<file path="src/rtl/demux2_stream.sv">
// demux2_stream: registered 1-to-2 stream demultiplexer.
// One-entry output slot per port, per-port accept counters.
module demux2_stream #(
  parameter int N  = 8,
  parameter int CW = 16
) (
  input  logic          clk,
  input  logic          rst,
  input  logic          enable,
  input  logic [N-1:0]  in_data,
  input  logic          in_sel,
  input  logic          in_valid,
  output logic          in_ready,
  output logic [N-1:0]  a_data,
  output logic          a_valid,
  input  logic          a_ready,
  output logic [N-1:0]  b_data,
  output logic          b_valid,
  input  logic          b_ready,
  output logic [CW-1:0] cnt_a,
  output logic [CW-1:0] cnt_b
);

  localparam logic [0:0] EMPTY = 1'b0;
  localparam logic [0:0] FULL  = 1'b1;

  logic [0:0] a_st;
  logic [0:0] b_st;
  logic       a_ok;
  logic       b_ok;
  logic       acc;
  logic       a_load;
  logic       b_load;

  assign a_valid = (a_st == FULL);
  assign b_valid = (b_st == FULL);

  // A slot can take a beat when empty or draining this cycle.
  assign a_ok = (a_st == EMPTY) | a_ready;
  assign b_ok = (b_st == EMPTY) | b_ready;

  // Ready depends only on the target slot, never on in_valid.
  assign in_ready = enable & (in_sel ? b_ok : a_ok);

  assign acc    = in_valid & in_ready;
  assign a_load = acc & ~in_sel;
  assign b_load = acc &  in_sel;

  // Port A slot state, data and accept counter.
  always_ff @(posedge clk) begin
    if (rst) begin
      a_st   <= EMPTY;
      a_data <= '0;
      cnt_a  <= '0;
    end else if (a_load) begin
      a_st   <= FULL;
      a_data <= in_data;
      cnt_a  <= cnt_a + CW'(1);
    end else if (a_ready) begin
      a_st   <= EMPTY;
    end
  end

  // Port B slot state, data and accept counter.
  always_ff @(posedge clk) begin
    if (rst) begin
      b_st   <= EMPTY;
      b_data <= '0;
      cnt_b  <= '0;
    end else if (b_load) begin
      b_st   <= FULL;
      b_data <= in_data;
      cnt_b  <= cnt_b + CW'(1);
    end else if (b_ready) begin
      b_st   <= EMPTY;
    end
  end

endmodule

</file>
<file path="config.mk">
export PLATFORM = sky130hd
export DESIGN_NAME = demux2_stream
export DESIGN_NICKNAME = d
export VERILOG_FILES = /design/src/rtl/demux2_stream.sv
export SDC_FILE = /design/constraint.sdc
export NUM_CORES = 1
export LEC_CHECK = 0
export BUFFER_PORTS_ARGS = -buffer_cell sky130_fd_sc_hd__buf_2
export CAP_MARGIN = 20
export CORE_UTILIZATION = 30
export CTS_BUF_LIST = sky130_fd_sc_hd__clkbuf_2 sky130_fd_sc_hd__clkbuf_4 sky130_fd_sc_hd__clkbuf_8
export CTS_CLUSTER_DIAMETER = 100
export DETAILED_ROUTE_END_ITERATION = 10
export SLEW_MARGIN = 30
export SYNTH_ARGS = -nofsm -noshare
export SYNTH_HDL_FRONTEND = slang
export SYNTH_SLANG_ARGS = --single-unit
</file>
<file path="constraint.sdc">
create_clock -name clk -period 2.11 [get_ports clk]
set_clock_uncertainty 0.05 [all_clocks]
set_input_delay 0.3165 -clock clk [delete_from_list [all_inputs] [get_ports clk]]
set_output_delay 0.3165 -clock clk [all_outputs]
set_load 0.01 [all_outputs]
</file>
==> results.cfg <==
[status]
status = complete, no violations

[cts]
cts_sinks = 50
cts_inserted_buffers = 5
clk_path_buf_depth = 2
htreeDepth = 2
worstSkewPairLatency_ns = 0.30
holdBufCountCts = 0
clk_pin_slew_worst_paths_ns = 0.09
cts_tree = yes
cts-root-buf = clkbuf_8
postCtsSetupBuffers = 0
post_cts_resized = 0

[critical_path]
end_kind = register
path_cells = ha_1, nand2_1, or3_1, or4_1, a21oi_1
r2r_end = cnt_b[14]
start_kind = register
arrival_ns = 2.10
critical_path.max_fanout = 8
crit_required_ns = 2.29
r2r_start = cnt_b[0]
max_stage_delay_ns = 0.51
cpMaxStageDelayCell = or4_1
rr_worst_depth = 5
regToRegSetupSlack_ns = 0.19
setup.worst_path.class = reg -> reg

[synthesis]
seq_area_frac_synth_pct = 46.46
synth-seq-cells = 50
syn-num-nets = 275
syn_area_um2 = 2155
synth_edf_count = 0
synthCells = 258
yosysWarnings = 0
ys_types = 32
synth_flop_cell = dfxtp_1
avgSynthCellArea_um2 = 8.351
async_flop_share_pct = 0

[detailed_routing]
ant_nets = 0
drt_iter0_markers = 88
wirelength_um = 5343
wire_per_inst_um = 12.69
routed_via_density = 4.848
drc = 0
drt_first_pass_iters = 4
vias = 2041

[power]
ir_drop_mv = 0.2845
p_per_area_nw_per_um2 = 598.2
netSwitchingPower_uw = 380.1
switching_share_pct = 23.46
p_leak_nw = 1.074
power_frac_clock_pct = 33.6
internal_power_mw = 1.240
combPwrFrac_pct = 6.7
p_total_mw = 1.620
p_seq_share_pct = 59.6

[timing]
fin_setup_tns_ns = 0
max_slew_margin_pct = 41.56
timing.final.crit_period_ns = 1.919
setup_viol = 0
hold_violations = 0
whs_ns = 0.2094
setup_ws_ns = 0.1907
worst_pin_slew_ns = 0.8734
max_freq_mhz = 521.0
rsz0062_at_grt = no
finalCritPeriodShare_pct = 90.96
drv_slew = 0

[floorplanning]
rows = 30
dieArea_um2 = 7525
boundaryPins = 66
die_height_um = 86.75
placeableCoreArea_um2 = 6869
initial_core_util_pct = 31.37
die_w_um = 86.75

[global_route]
grt_pass1_wl_um = 8983
overflow = 0
grt_util_all_layers_pct = 15.13
grt_pass1_vias = 1873
grt_max_degree = 36
antenna_found_initial = 0

[min_path]
hp-class = in -> reg
whs_path_depth = 3
hold_start = in_data[3]
holdPathEnd = b_data[3]

[placement]
dpl-instance-area_um2 = 2624
portBuffers = 65
place.gp.congestion = 0.7930
hpwlAfterDp_um = 3837
place_ws_ns = 0.1647
placedCellCount = 414

[finish]
area_growth_pct = 25.67
drive_above_1_share_pct = 27.08
design_area_um2 = 2708
num-nets-final = 342
final_cells = 421
final_util_pct = 39.42
antenna_cells = 0

[job]
drv_cap = 0
-- power groups by stage --
stage          clock network, mW  logic, mW  registers (mW)
2_1_floorplan                  0     0.0490           0.995
3_3_place_gp                   0      0.109           0.988
3_5_place_dp                   0      0.111           0.988
4_1_cts                    0.574      0.111           0.966
5_1_grt                    0.613      0.123           0.968
6_report                   0.545      0.109           0.966
-- cell usage in the layout (no fill, tap or decap), drive strengths merged, types with 2 or more instances in the layout --
| cell | netlist | routed |
|---|---|---|
| nand3 | 10 | 10 |
| or3 | 8 | 8 |
| or4 | 10 | 10 |
| dfxtp | 50 | 50 |
| nor4 | 6 | 6 |
| xnor2 | 11 | 11 |
| clkbuf | 11 | 6 |
| nand2b | 2 | 2 |
| and4 | 3 | 3 |
| nor2 | 18 | 18 |
| nor4b | 3 | 3 |
| xor2 | 4 | 4 |
| nand2 | 49 | 49 |
| nor2b | 3 | 3 |
| o31ai | 9 | 9 |
| ha | 2 | 2 |
| o21ai | 5 | 5 |
| buf | 3 | 74 |
| inv | 5 | 5 |
| nand4 | 5 | 5 |
| a21oi | 34 | 34 |
-- layout make-up --
| cell class | count | area [um^2] |
|---|---|---|
| Clock buffer | 6 | 76.32 |
| Clock inverter | 1 | 7.507 |
| Fill cell | 728 | 4161 |
| Inverter | 5 | 18.77 |
| Multi-Input combinational cell | 189 | 1079 |
| Sequential cell | 50 | 1001 |
| Tap cell | 96 | 120.1 |
| Timing Repair Buffer | 74 | 405.4 |
-- logic make-up after synthesis --
logic type      Yosys count  share of synthesized area [%]
mux                       1                         0.5226
flops                    50                          46.46
fa+ha+maj                 2                          1.161
simple gates            122                          29.62
buf+inv                  19                          3.484
xor+xnor                 15                          6.097
compound gates           49                          12.66
-- registers in the layout, indices dropped and copies added (netlist names) --
register and cells:
cnt_a 16, cnt_b 16, a_data 8, b_data 8
a_valid 1, b_valid 1
-- worst max-delay path: cells and delay by family, from the launching register on --
kind                     cells  cell delay, ns
flip-flops                   1            0.40
adder cells (fa/ha/maj)      1            0.18
AND/OR/NAND/NOR              3            1.05
AO/OA/AOI/OAI                1            0.17
-- Yosys cell counts, types with 2 or more instances --
cell type	count	area share, %
inv_1	5	0.87
a21oi_1	34	7.9
nand4_1	5	1.5
nand2b_1	2	0.58
and4_1	3	1.2
nor2_1	18	3.1
ha_1	2	1.2
or4_1	10	3.5
o21ai_0	5	1.2
nand2_1	49	8.5
nor2b_1	3	0.87
nor4b_1	3	1.2
nand3_1	9	2.1
or3_1	7	2.0
xnor2_1	11	4.5
xor2_1	4	1.6
buf_2	2	0.46
o31ai_1	9	3.1
dfxtp_1	50	46
nor4_1	6	1.7
clkbuf_1	10	1.7
-- routing by layer --
layer	share of wire (%)	up-vias	GRT usage [%]
met5	0	-	0
met4	0.73	0	3.485
li1	-	1038	-
met1	49	955	20.12
met3	4.5	4	3.810
met2	46	44	24.68
-- worst max-delay path by stage --
stage                     slack, ns        end      from  depth (start not counted)
final                          0.19  cnt_b[14]  cnt_b[0]                          5
after global routing           0.05  cnt_a[10]  cnt_a[0]                          5
after CTS                      0.19  cnt_a[12]  cnt_a[1]                          5
after detailed placement       0.16  cnt_b[15]    enable                          5
after global placement         0.20  cnt_a[14]    in_sel                          5
after floorplan                0.28  cnt_a[15]   a_valid                          6
Note: power is estimated with default switching activity, not from simulation.
